## src/rtl/csa_seq_ctrl_if.sv

```systemverilog
// ---------------------------------------------------------------------------
// csa_seq_ctrl_if
//
// Bundles every signal of the chunked-adder sequencer apart from clk/rst_n:
// the request side (start, operands, result, status) and the side that faces
// the shared combinational carry-select adder.
//
// Handshake: start is a single-sided request. It is accepted on a rising
// clk edge when the controller is not busy (IDLE or DONE state); while busy=1
// start is ignored. Acceptance is not acknowledged separately: busy rising
// after the edge is the acknowledgement, and done pulses for exactly one
// cycle when sum/cout hold the finished result.
//
// Signals:
//   start     request to begin an addition
//   a, b      N-bit operands, N = W*CHUNKS
//   cin       carry into chunk 0
//   busy      high while chunks are being processed
//   done      one-cycle pulse when the result is valid
//   sum       registered N-bit result
//   cout      registered carry out of the top chunk
//   add_a     W-bit chunk of A driven to the shared adder
//   add_b     W-bit chunk of B driven to the shared adder
//   add_cin   carry-in driven to the shared adder
//   add_sum   W-bit sum returned by the adder (combinational)
//   add_cout  carry-out returned by the adder
//
// Modports:
//   slave   the sequencer itself
//   master  the environment (requester plus adder instance)
// ---------------------------------------------------------------------------
interface csa_seq_ctrl_if #(
    parameter int W      = 6,
    parameter int CHUNKS = 4
);
    localparam int N = W * CHUNKS;

    logic         start;
    logic [N-1:0] a;
    logic [N-1:0] b;
    logic         cin;
    logic         busy;
    logic         done;
    logic [N-1:0] sum;
    logic         cout;
    logic [W-1:0] add_a;
    logic [W-1:0] add_b;
    logic         add_cin;
    logic [W-1:0] add_sum;
    logic         add_cout;

    modport slave (
        input  start,
        input  a,
        input  b,
        input  cin,
        output busy,
        output done,
        output sum,
        output cout,
        output add_a,
        output add_b,
        output add_cin,
        input  add_sum,
        input  add_cout
    );

    modport master (
        output start,
        output a,
        output b,
        output cin,
        input  busy,
        input  done,
        input  sum,
        input  cout,
        input  add_a,
        input  add_b,
        input  add_cin,
        output add_sum,
        output add_cout
    );
endinterface

```

## src/rtl/csa_seq_ctrl.sv

```systemverilog
// ---------------------------------------------------------------------------
// csa_seq_ctrl
//
// Sequencing controller that reuses one W-bit combinational carry-select
// adder to add two N-bit operands (N = W*CHUNKS), one chunk per clock,
// least-significant chunk first. The carry out of each chunk is registered
// and fed back as the carry into the next chunk.
//
// Ports:
//   clk        rising-edge clock
//   rst_n      synchronous active-low reset
//   bus        csa_seq_ctrl_if.slave: request, result and adder signals
//   fsm_state  current FSM state (0 IDLE, 1 RUN, 2 DONE) for observation
//
// Timing (CHUNKS=4): start accepted at edge E0, chunk k captured at edge
// E(k+1), done high during the cycle between E4 and E5. A start seen in the
// DONE cycle is accepted at once, so operations can run back to back.
// ---------------------------------------------------------------------------
module csa_seq_ctrl #(
    parameter int W      = 6,
    parameter int CHUNKS = 4
) (
    input  logic                clk,
    input  logic                rst_n,
    csa_seq_ctrl_if.slave       bus,
    output logic [1:0]          fsm_state
);
    localparam int N  = W * CHUNKS;
    localparam int IW = (CHUNKS > 1) ? $clog2(CHUNKS) : 1;

    localparam logic [IW-1:0] LAST = IW'(CHUNKS - 1);

    localparam logic [1:0] S_IDLE = 2'd0;
    localparam logic [1:0] S_RUN  = 2'd1;
    localparam logic [1:0] S_DONE = 2'd2;

    logic [1:0]    state;
    logic [IW-1:0] idx;
    logic [N-1:0]  a_reg;
    logic [N-1:0]  b_reg;
    logic          carry_reg;
    logic          accept;

    // A request is only taken when no operation is in flight. DONE counts as
    // free so a new operation can follow without an idle bubble.
    assign accept = bus.start && ((state == S_IDLE) || (state == S_DONE));

    always_ff @(posedge clk) begin
        if (!rst_n) begin
            state     <= S_IDLE;
            idx       <= '0;
            a_reg     <= '0;
            b_reg     <= '0;
            carry_reg <= 1'b0;
            bus.sum   <= '0;
            bus.cout  <= 1'b0;
        end else begin
            case (state)
                S_RUN: begin
                    bus.sum[int'(idx)*W +: W] <= bus.add_sum;
                    carry_reg                 <= bus.add_cout;
                    if (idx == LAST) begin
                        bus.cout <= bus.add_cout;
                        // Return idx to 0 explicitly so it stays in range
                        // even when CHUNKS is not a power of two.
                        idx      <= '0;
                        state    <= S_DONE;
                    end else begin
                        idx <= idx + 1'b1;
                    end
                end
                default: begin
                    // IDLE, DONE, and any unused encoding.
                    if (accept) begin
                        a_reg     <= bus.a;
                        b_reg     <= bus.b;
                        carry_reg <= bus.cin;
                        bus.sum   <= '0;
                        bus.cout  <= 1'b0;
                        idx       <= '0;
                        state     <= S_RUN;
                    end else begin
                        state <= S_IDLE;
                    end
                end
            endcase
        end
    end

    // Adder inputs are only meaningful in RUN; elsewhere they are held at 0
    // so the shared adder sees a quiet, known input.
    always_comb begin
        bus.add_a   = '0;
        bus.add_b   = '0;
        bus.add_cin = 1'b0;
        if (state == S_RUN) begin
            bus.add_a   = a_reg[int'(idx)*W +: W];
            bus.add_b   = b_reg[int'(idx)*W +: W];
            bus.add_cin = carry_reg;
        end
    end

    assign bus.busy  = (state == S_RUN);
    assign bus.done  = (state == S_DONE);
    assign fsm_state = state;

endmodule

```

## src/flat_wrapper.sv

```systemverilog
// flat-port wrapper written by rule: the top's interface ports become plain ports
module csa_seq_ctrl_flat 
#(
    parameter int W      = 6,
    parameter int CHUNKS = 4
)
  (clk, rst_n, fsm_state, bus_start, bus_a, bus_b, bus_cin, bus_busy, bus_done, bus_sum, bus_cout, bus_add_a, bus_add_b, bus_add_cin, bus_add_sum, bus_add_cout);
  csa_seq_ctrl_if #(.W(W), .CHUNKS(CHUNKS)) bus_i ();
  input  logic clk;
  input  logic rst_n;
  output logic [1:0] fsm_state;
  input wire logic [$bits(bus_i.start)-1:0] bus_start;
  input wire logic [$bits(bus_i.a)-1:0] bus_a;
  input wire logic [$bits(bus_i.b)-1:0] bus_b;
  input wire logic [$bits(bus_i.cin)-1:0] bus_cin;
  output wire logic [$bits(bus_i.busy)-1:0] bus_busy;
  output wire logic [$bits(bus_i.done)-1:0] bus_done;
  output wire logic [$bits(bus_i.sum)-1:0] bus_sum;
  output wire logic [$bits(bus_i.cout)-1:0] bus_cout;
  output wire logic [$bits(bus_i.add_a)-1:0] bus_add_a;
  output wire logic [$bits(bus_i.add_b)-1:0] bus_add_b;
  output wire logic [$bits(bus_i.add_cin)-1:0] bus_add_cin;
  input wire logic [$bits(bus_i.add_sum)-1:0] bus_add_sum;
  input wire logic [$bits(bus_i.add_cout)-1:0] bus_add_cout;
  assign bus_i.start = bus_start;
  assign bus_i.a = bus_a;
  assign bus_i.b = bus_b;
  assign bus_i.cin = bus_cin;
  assign bus_busy = bus_i.busy;
  assign bus_done = bus_i.done;
  assign bus_sum = bus_i.sum;
  assign bus_cout = bus_i.cout;
  assign bus_add_a = bus_i.add_a;
  assign bus_add_b = bus_i.add_b;
  assign bus_add_cin = bus_i.add_cin;
  assign bus_i.add_sum = bus_add_sum;
  assign bus_i.add_cout = bus_add_cout;
  csa_seq_ctrl #(.W(W), .CHUNKS(CHUNKS)) u_core (.clk(clk), .rst_n(rst_n), .bus(bus_i), .fsm_state(fsm_state));
endmodule
```

## config.mk

```make
export PLATFORM = sky130hd
export DESIGN_NAME = csa_seq_ctrl_flat
export DESIGN_NICKNAME = d
export VERILOG_FILES = /design/src/rtl/csa_seq_ctrl_if.sv /design/src/rtl/csa_seq_ctrl.sv /design/src/flat_wrapper.sv
export SDC_FILE = /design/constraint.sdc
export NUM_CORES = 1
export LEC_CHECK = 0
export ABC_AREA = 1
export BUFFER_PORTS_ARGS = -buffer_cell sky130_fd_sc_hd__buf_4
export CORE_MARGIN = 3
export CORE_UTILIZATION = 30
export DETAILED_ROUTE_END_ITERATION = 7
export GPL_TIMING_DRIVEN = 0
export HOLD_SLACK_MARGIN = 0.03
export PLACE_DENSITY = 0.59
export SYNTH_ARGS = -nofsm -noshare
export SYNTH_HDL_FRONTEND = slang
export SYNTH_SLANG_ARGS = --single-unit
```

## constraint.sdc

```tcl
create_clock -name clk -period 2.7 [get_ports clk]
set_input_delay 0 -clock clk [delete_from_list [all_inputs] [get_ports clk]]
set_output_delay 0 -clock clk [all_outputs]
set_load 0.01 [all_outputs]
```

# [Word level (Yosys, flattened, before mapping)]
# Cells that the tools add are included.
[totals] inputBits=59 out_inout_bits=42 wordCells=42 ff_bits=78
[classes] n_eq_ne=4 bitwise=1 n_reduce_logical=6 n_mul=1 n_addsub=2 muxes=17 shifts=4
[op_table] operator="variable part select 24 x 32 -> 6 bit" count=2
[op_table] operator="2-to-1 mux 24 bit" count=2
[op_table] operator="negation 32 -> 33 bit" count=1
[op_table] operator="variable shift 6 x 33 -> 24 bit, first input constant" count=1
[op_table] operator="variable part select 6 x 33 -> 24 bit" count=1
[op_table] operator="bitwise mux 24 bit" count=1
[op_table] operator="2-to-1 mux 6 bit" count=2
[op_table] operator="2-to-1 mux 2 bit" count=5
[op_table] operator="2-to-1 mux 1 bit" count=7
[op_table] operator="equality test 2 bit, second input constant" count=2
[op_table] operator="multiplier 2 x 2 -> 4 bit, second input constant" count=1
[op_table] operator="AND reduction 2 bit" count=2
[op_table] operator="adder 2 x 1 -> 2 bit, second input constant" count=1
[op_table] operator="equality test 2 x 1 -> 1 bit, second input constant" count=1
[op_table] operator="zero test 2 bit" count=1
[op_table] operator="inequality test 2 x 1 -> 1 bit, second input constant" count=1
[op_table] operator="nonzero test 2 bit" count=1
[op_table] operator="logical AND 1 bit" count=1
[op_table] operator="logical OR 1 bit" count=1
[op_table] operator="inverter 1 bit" count=1

# [Depth between registers and ports, before layout]
# Gate-level depths: netlist of the first run.
[depth] ltp_word=5 mapped_depth=13 ltp_nobuf=10

# [Least setup slack after synthesis of the first run]
# Ideal clock, no wire load.
[synth_timing] path_kind="register -> register" from="reg u_core.idx[0]" to="reg u_core.bus.sum[8]" t_arrival_ns=1.848 path_stages_with_launch=13 period_less_slack_ns=1.967 required_ns=2.580 slack_ns=0.733 setup_time_ns=0.120 cell_sequence="dfxtp_1 > buf_6 > inv_2 > buf_6 > buf_2 > ha_1 > buf_4 > nor2_4 > inv_1 > nand2_1 > nand3_1 > nand3_1 > a21oi_1"
[synth_between] elab_chain_len=5
[synth_lines] item="start, declared" line_no="csa_seq_ctrl.sv:38" text="logic [IW-1:0] idx;"
[synth_lines] item="start signal, assigned" line_no="csa_seq_ctrl.sv:69" text="idx <= idx + 1'b1;"
[synth_lines] item="multiplier 2 x 2 -> 4 bit (*)" line_no="csa_seq_ctrl.sv:60" text="bus.sum[int'(idx)*W +: W] <= bus.add_sum;"
[synth_lines] item="negation 32 -> 33 bit (*)" line_no="csa_seq_ctrl.sv:60"
[synth_lines] item="variable part select 6 x 33 -> 24 bit or variable shift 6 x 33 -> 24 bit (tied branches)" line_no="csa_seq_ctrl.sv:60"
[synth_lines] item="bitwise mux 24 bit (*)" line_no="csa_seq_ctrl.sv:60"
[synth_lines] item="2-to-1 mux 24 bit (*)" line_no="csa_seq_ctrl.sv:58" text="case (state)"
[synth_lines] item="end signal, assigned by index" line_no="csa_seq_ctrl.sv:60"
[synth_lines] item="end, declared" line_no="csa_seq_ctrl_if.sv:59" text="output sum,"
# Mark *: on every way between the ends. The rest lies on a longest branch, timed or not.
# A chain may end at the register's enable or synchronous reset.

# [Final worst setup path of the first run]
[layout_timing] from="reg u_core.idx[1]" to="reg u_core.bus.sum[16]"
# Same word-level chain as after synthesis.

==> results of run 1 <==
routing by layer:
metal / part of all wire, % / vias up / track usage, %
li1: - / 2087 / -
met1: 44 / 1814 / 20.6
met2: 48 / 107 / 30.1
met3: 5.1 / 24 / 4.11
met4: 2.5 / 0 / 6.74
met5: 0 / - / 0
metrics by stage:
stage | hold slack (ps) | instance area [um^2] | setup slack, ps | std cells
after floorplan | 163 | 3790 | 733 | 545
after global placement | 257 | 4750 | 304 | 813
after detailed placement | 259 | 4750 | 299 | 813
after CTS | 94.4 | 5570 | 288 | 880
after global routing | 126 | 5570 | 81.8 | 880
final | 111 | 5570 | 303 | 880
cell usage after synthesis (4+ instances only):
| cell | n | area, um^2 |
|---|---|---|
| a21oi_1 | 38 | 190 |
| buf_2 | 12 | 60.1 |
| buf_6 | 6 | 67.6 |
| clkbuf_1 | 10 | 37.5 |
| dfxtp_1 | 78 | 1560 |
| ha_1 | 5 | 62.6 |
| inv_1 | 17 | 63.8 |
| inv_2 | 9 | 33.8 |
| nand2_1 | 70 | 263 |
| nand2_4 | 6 | 67.6 |
| nand3_1 | 29 | 145 |
| nor2_1 | 157 | 589 |
| o21ai_0 | 78 | 390 |
| o21ai_1 | 4 | 20.0 |
cells by family (layout without fill, tap and decap cells):
logic type               Yosys count  in the layout  share of synthesized area (%)
AND/OR/NAND/NOR                  278            278                           32.4
AO/OA/AOI/OAI                    124            124                           16.7
flip-flops                        78             78                           41.2
buffers and inverters             60            227                           8.06
adder cells (fa/ha/maj)            5              5                           1.65
power by group through the flow:
stage	Sequential (mW)	Clock (mW)	Combinational, mW
6_report	1.26	1.25	0.662
5_1_grt	1.27	1.34	0.741
4_1_cts	1.26	1.28	0.664
3_5_place_dp	1.29	0	0.604
3_3_place_gp	1.29	0	0.596
2_1_floorplan	1.28	0	0.387
worst register-to-register path: cells and delay by family, from the launching register on:
family	cells	cell delay, ps
AO/OA/AOI/OAI	1	70
flip-flops	1	390
buffers and inverters	4	880
AND/OR/NAND/NOR	4	600
adder cells (fa/ha/maj)	1	330
final cells by class:
type                            instances  area [um^2]  share of cell area, %
Buffer                                 31          188                   3.37
Clock buffer                           11          243                   4.36
Clock inverter                          5         63.8                   1.15
Inverter                               29          118                   2.11
Multi-Input combinational cell        407         1920                   34.5
Sequential cell                        78         1560                   28.1
Tap cell                              168          210                   3.78
Timing Repair Buffer                  151         1260                   22.7
path summary, 6_finish.rpt:
kind | start | end | slack, ps | depth (start not counted)
worst max-delay path | u_core.idx[1] | u_core.bus.sum[16] | 300 | 10
worst max register to register | u_core.idx[1] | u_core.bus.sum[16] | 300 | 10
worst min register to register | u_core.bus.sum[1] | u_core.bus.sum[1] | 470 | 2
worst min-delay path | bus_add_sum[2] | u_core.bus.sum[2] | 110 | 5
==> out/qor.csv, run 1 <==
stage,metric,value,unit
timing,final setup vio count,0,
final_layout,ant diodes,0,
pwr,Leakage,2.44,nW
die,die area,14000,um^2
global_route,initial antenna violation count,0,
final_layout,share of post-route cells with drive strength above 1,23.5,%
drt,total length of routed wires,12.0,mm
drt,First-pass DRT Iterations,4,
critical_path,"Arr. time, crit path",2600,ps
clock_tree,clk root buf,clkbuf_16,
yosys,top_reg_cell synth,dfxtp_1,
timing,highest clock rate,0.417,GHz
worst_hold_path,worst hold path type,primary input to register,
timing,Final Critical Period,2400,ps
timing,worst-margin pin slew,536,ps
pwr,Clk pwr share,39.4,%
clock_tree,postcts setup bufs,0,
critical_path,crit-path cells,inv_1 -> clkbuf_1 -> ha_1 -> buf_4 -> nor2_4 -> inv_1 -> nand2_1 -> nand3_1 -> nand3_1 -> a21oi_1,
timing,RSZ-0062 raised after global routing,false,
critical_path,"delay-heaviest family, CP",buffers and inverters,
clock_tree,clock-pin transition on the worst setup and hold timing paths,60,ps
run_status,status,finished clean,
pwr,total power,3.18,mW
final_layout,fillcell total,1286,
clock_tree,H-tree depth,3,
yosys,Post-synth EDFFs,0,
critical_path,crit-path max FO,12,
placement,GP Congestion,0.924,
critical_path,critical path class,register to register,
clock_tree,Clock Latency Late Sink,340,ps
timing,Fin. Hold Viols,0,
yosys,Cells after Synth,545,
die,Core Area,12200,um^2
final_layout,Util after Layout,45.8,%
yosys,Ys Warns,0,
yosys,Post-synth ARST share,0,%
timing,Rel. slew slack,64.2,%
pwr,Comb pwr share,20.8,%
clock_tree,hold_buf cts,51,
die,Die X,118,um
timing,final period utilization,88.8,%
clock_tree,CTS buffer count,9,
critical_path,CP max stage delay,450,ps
clock_tree,CTS Buffer Depth,2,
timing,Slew Limit Fails,0,
final_layout,most frequent cells in the layout,"nor2_1, buf_4, o21ai_0, dfxtp_1, nand2_1",
pwr,internal power,2.26,mW
global_route,first-pass GRT wire length,19.6,mm
timing,clk_skew,6.34,ps
drt,DR iter-0 viols,175,
yosys,"FF+latch count, synth",78,
yosys,"Seq/Total Area, Yosys",41.2,%
critical_path,Critical Path RT,2910,ps
critical_path,Slowest cell on crit path,clkbuf_1,
yosys,Syn Std Cell Area,3790,um^2
die,Initial Util,31.1,%
critical_path,CP Buf/Inv Count,4,
yosys,Avg Synthesized Cell Area,6.95,um^2
global_route,Tot GR Track Use,17.3,%
drt,vias,4032,
pwr,power per cell area,571,nW/um^2
clock_tree,clock sinks,78,
yosys,Syn Nets,609,
global_route,grt total ovfl,0,
pwr,Sw Pwr,0.919,mW
placement,PortBufs,100,
yosys,synth unique cells,31,
pwr,Seq pwr share,39.8,%
drt,post-DR vias/cell,4.58,
clock_tree,CTS tree,built,
timing,setup TNS,0,ps
critical_path,crit end category,register,
pwr,Sw Ratio,28.9,%
die,Die Y,118,um
global_route,largest net degree at the start of global routing,15,
critical_path,Critical Path Source Type,register,
drt,DRC Markers,0,
final_layout,nets,771,
clock_tree,quantity of gates resized following cts,0,
final_layout,"commonest non-fill, non-tap cell in the layout",nor2_1,
final_layout,synth-to-layout area growth,46.9,%
pwr,maximum vdd ir drop,0.000251,V
drt,Avg WL per Cell,13.7,um
die,FP Rows,40,
die,IO Pins,101,
placement,HPWL after DPL,9.06,mm
flow_run,Max-Cap Viols,0,
drt,remaining antenna violation count after routing,0,
global_route,vias in the first global route,4063,
Note: power is estimated with default switching activity, not from simulation.
==> run 2, diff against run 1 <==
- CORE_MARGIN: 3 -> 1.5
==> run 2 against run 1 <==
Fmax up 1.7%. Global-route usage up 0.91 points. Setup slack better by 41 ps. Sequential power about the same. Cell area up 0.43%. Clock skew about the same. Power up 2.7%. Routed wire length down 1.5%. Register-to-register slack better by 40 ps. Worst hold slack worse by 9.9 ps. Die area down 5.0%. Sequential cell count unchanged. Largest cell class unchanged.
==> out/qor.csv, run 2 (synthesis results as in run 1) <==
stage,metric,value,unit
final_layout,share of post-route cells with drive strength above 1,23.6,%
placement,Setup WS pre-CTS,344,ps
timing,final period utilization,87.3,%
final_layout,ant diodes,0,
die,FP Rows,40,
global_route,vias in the first global route,3951,
pwr,Leakage,2.46,nW
final_layout,Post-Layout Cell Count,880,
die,die area,13300,um^2
final_layout,synth-to-layout area growth,47.6,%
drt,post-DR vias/cell,4.56,
die,Core Area,12200,um^2
placement,PortBufs,100,
die,Initial Util,31.1,%
pwr,total power,3.26,mW
placement,HPWL after DPL,8.92,mm
final_layout,Finished Cell Area,5590,um^2
timing,clk_skew,6.29,ps
global_route,grt total ovfl,0,
timing,hold slack,101,ps
critical_path,critical path class,register to register,
drt,First-pass DRT Iterations,5,
drt,DR iter-0 viols,170,
pwr,maximum vdd ir drop,0.000317,V
flow_run,Max-Cap Viols,0,
global_route,largest net degree at the start of global routing,15,
clock_tree,H-tree depth,3,
clock_tree,Clock Latency Late Sink,340,ps
clock_tree,clock-pin transition on the worst setup and hold timing paths,60,ps
final_layout,Util after Layout,46.0,%
global_route,first-pass GRT wire length,18.9,mm
clock_tree,CTS Buffer Depth,2,
pwr,power per cell area,584,nW/um^2
clock_tree,clk root buf,clkbuf_16,
timing,worst setup margin,344,ps
timing,final setup vio count,0,
die,Die X,115,um
drt,Avg WL per Cell,13.5,um
timing,worst-margin pin slew,538,ps
clock_tree,CTS tree,built,
timing,RSZ-0062 raised after global routing,false,
critical_path,"Arr. time, crit path",2560,ps
placement,placed insts,813,
timing,Fin. Hold Viols,0,
critical_path,crit end category,register,
placement,placed inst area,4750,um^2
drt,DRC Markers,0,
die,IO Pins,101,
clock_tree,clock sinks,78,
worst_hold_path,worst hold path type,primary input to register,
critical_path,Critical Path Source Type,register,
global_route,Tot GR Track Use,18.3,%
timing,Slew Limit Fails,0,
timing,setup TNS,0,ps
run_status,status,finished clean,
critical_path,Critical Path RT,2900,ps
final_layout,most frequent cells in the layout,"nor2_1, buf_4, o21ai_0, dfxtp_1, nand2_1",
clock_tree,CTS buffer count,9,
global_route,initial antenna violation count,0,
timing,highest clock rate,0.424,GHz
final_layout,nets,771,
timing,Rel. slew slack,64.1,%
timing,Final Critical Period,2360,ps
drt,remaining antenna violation count after routing,0,
critical_path,crit-path max FO,12,
final_layout,"commonest non-fill, non-tap cell in the layout",nor2_1,
drt,total length of routed wires,11.9,mm
drt,vias,4015,
die,Die Y,115,um
placement,GP Congestion,0.857,
run 2: cell types whose count changed in the layout (fill, tap and decap cells not counted), sizes merged:
cell	before	now
clkinvlp	1	0
bufinv	1	2
clkbuf	21	20
inv	30	29
clkinv	2	4
run 2: per-layer routing:
metal / part of all wire [%] / vias to the layer above / track usage [%]
met5: 0 / - / 0
met2: 48 / 116 / 32.1
met3: 4.3 / 15 / 3.11
met4: 1.3 / 0 / 4.53
li1: - / 2091 / -
met1: 46 / 1793 / 23.2
run 2: area by class of cell:
cell class	count	area, um^2
fillers	1252	6570
multi-input cells	407	1920
flip-flops and latches	78	1560
repair buffers	151	1260
clock buffers	10	239
well taps	168	210
plain buffers	31	188
inverters	29	118
clock inverters	6	91.3
run 2: worst max-delay path, cell delays in order, from the launching register on:
cell,delay (ps)
dfxtp_1,380
inv_1,160
clkbuf_1,450
ha_1,340
buf_4,180
nor2_4,200
inv_1,80
nand2_1,140
nand3_1,120
nand3_1,110
a21oi_1,70
run 2: timing repair:
action                    CTS  global route
setup buffers               0             0
resized for setup           0             0
hold endpoints to repair   50             0
hold buffers               51             0
run 2: worst paths after layout:
kind	from	end	slack, ps	cells after the start
min	bus_add_sum[0]	u_core.bus.sum[0]	100	5
max reg2reg	u_core.idx[1]	u_core.bus.sum[16]	340	10
max	u_core.idx[1]	u_core.bus.sum[16]	340	10
min reg2reg	u_core.bus.sum[12]	u_core.bus.sum[12]	460	2
run 2: where the power goes:
group | switching (mW) | internal (mW)
logic | 0.379 | 0.284
registers | 0.0404 | 1.22
clock network | 0.495 | 0.841
total | 0.914 | 2.35
==> run 3, diff against run 2 <==
- clock period: 2.7 -> 2.2 ns (I/O delays scaled with it)
==> run 3 against run 2 <==
Clock skew increased by 0.98 ps. Routed wire length rose by 2.6%. Sequential power increased by 23%. Final cell count up 1.3%. Largest power group unchanged.
==> out/qor.csv, run 3 (synthesis results as in run 1) <==
stage,metric,value,unit
run_status,status,finished clean,
placement,PortBufs,100,
global_route,largest net degree at the start of global routing,16,
timing,Final Critical Period,2110,ps
drt,DR iter-0 viols,185,
worst_hold_path,worst hold path type,primary input to register,
drt,Avg WL per Cell,13.6,um
timing,Fin. Hold Viols,0,
clock_tree,clock-pin transition on the worst setup and hold timing paths,60,ps
timing,worst-margin pin slew,499,ps
final_layout,Finished Cell Area,5750,um^2
pwr,Leakage,2.51,nW
pwr,Comb pwr share,21.8,%
clock_tree,H-tree depth,3,
die,Die Y,115,um
pwr,internal power,2.93,mW
pwr,maximum vdd ir drop,0.000414,V
timing,final setup vio count,0,
clock_tree,CTS tree,built,
drt,vias,4110,
critical_path,"Arr. time, crit path",2370,ps
critical_path,crit-path max FO,12,
timing,clk_skew,7.27,ps
pwr,Sw Ratio,28.3,%
global_route,first-pass GRT wire length,19.0,mm
critical_path,crit-path cells,buf_6 -> inv_4 -> buf_8 -> buf_6 -> ha_4 -> buf_6 -> nor2_4 -> buf_12 -> nor2_8 -> buf_6 -> buf_4 -> nand2_1 -> nand4_1 -> a21oi_1,
placement,placed insts,813,
die,Initial Util,31.1,%
global_route,grt total ovfl,0,
clock_tree,clock sinks,78,
critical_path,CP max stage delay,340,ps
pwr,Seq pwr share,37.9,%
drt,First-pass DRT Iterations,6,
placement,HPWL after DPL,8.92,mm
placement,placed inst area,4750,um^2
critical_path,Critical Path RT,2470,ps
flow_run,Max-Cap Viols,0,
timing,final period utilization,95.8,%
clock_tree,clk root buf,clkbuf_16,
final_layout,"commonest non-fill, non-tap cell in the layout",nor2_1,
final_layout,most frequent cells in the layout,"nor2_1, buf_4, o21ai_0",
die,Die X,115,um
critical_path,critical path class,register to register,
critical_path,Critical Path Source Type,register,
final_layout,ant diodes,0,
die,IO Pins,101,
placement,GP Congestion,0.857,
pwr,Sw Pwr,1.16,mW
clock_tree,CTS buffer count,9,
die,Core Area,12200,um^2
pwr,power per cell area,712,nW/um^2
clock_tree,Clock Latency Late Sink,340,ps
global_route,Tot GR Track Use,18.3,%
pwr,Clk pwr share,40.3,%
critical_path,crit-path most repeated cell,buf_6,
final_layout,synth-to-layout area growth,51.8,%
final_layout,nets,782,
critical_path,crit end category,register,
die,die area,13300,um^2
die,FP Rows,40,
final_layout,share of post-route cells with drive strength above 1,26.0,%
drt,DRC Markers,0,
clock_tree,CTS Buffer Depth,2,
timing,highest clock rate,0.474,GHz
final_layout,Post-Layout Cell Count,891,
critical_path,Slowest cell on crit path,dfxtp_2,
global_route,vias in the first global route,3954,
timing,Rel. slew slack,66.7,%
global_route,initial antenna violation count,0,
drt,remaining antenna violation count after routing,0,
timing,Slew Limit Fails,0,
drt,post-DR vias/cell,4.61,
drt,total length of routed wires,12.2,mm
-- run 3: changes by cell type in the layout (fill, tap and decap cells not counted), sizes merged --
cell,before,now
buf,121,133
clkbuf,20,19
clkinvlp,0,1
inv,29,28
-- run 3: area by class of cell --
class | instances | area (um^2)
repair buffers | 163 | 1370
multi-input cells | 407 | 1950
well taps | 168 | 210
plain buffers | 30 | 198
inverters | 29 | 126
flip-flops and latches | 78 | 1560
clock buffers | 10 | 239
clock inverters | 6 | 91.3
fillers | 1235 | 6410
-- run 3: final timing paths --
path,slack [ps],cells past startpoint,end,start
setup reg to reg,90,14,u_core.bus.sum[0],u_core.idx[0]
setup / recovery,90,14,u_core.bus.sum[0],u_core.idx[0]
hold reg to reg,460,2,u_core.bus.sum[7],u_core.bus.sum[7]
hold / removal,110,5,u_core.bus.sum[0],bus_add_sum[0]
-- run 3: critical path, delay by kind of cell (launching register included) --
kind	cells	cell delay, ps
AOI/OAI and AO/OA	1	140
and+or+nand+nor	4	290
adders and majority gates	1	220
buffers and inverters	8	1050
DFF	1	340
-- run 3: timing repair --
| action | 4_1_cts | 5_1_grt |
|---|---|---|
| buffers inserted | 1 | 11 |
| pin swaps | 1 | 3 |
| hold buffers | 51 | 0 |
| endpoints found under the setup margin | 22 | 24 |
| gates resized for setup | 5 | 13 |
| hold endpoints to repair | 50 | 0 |
-- run 3: routing by layer --
| layer | track usage (%) | share of wire, % | up-vias |
|---|---|---|---|
| met5 | 0 | 0 | - |
| met3 | 3.11 | 4.7 | 12 |
| met2 | 32.3 | 49 | 129 |
| met1 | 23.2 | 45 | 1850 |
| met4 | 4.44 | 1.2 | 0 |
| li1 | - | - | 2119 |
-- run 3: metrics by stage --
stage	setup slack (ps)	hold slack [ps]	utilization, %	power [mW]	setup TNS (ps)
2_1_floorplan	233	163	-	2.05	0
3_3_place_gp	-137	256	39.0	2.31	-1450
3_5_place_dp	-156	263	39.0	2.32	-2010
4_1_cts	3.11	110	46.2	4.05	0
5_1_grt	-7.31	145	47.3	4.26	-7.31
6_report	91.6	109	47.3	4.09	0
-- run 3: power by group through the flow --
stage | logic [mW] | registers, mW | clock network, mW
global route | 0.981 | 1.56 | 1.71
floorplan | 0.475 | 1.57 | 0
CTS | 0.835 | 1.55 | 1.66
global placement | 0.734 | 1.58 | 0
detailed placement | 0.741 | 1.58 | 0
finish | 0.891 | 1.55 | 1.65
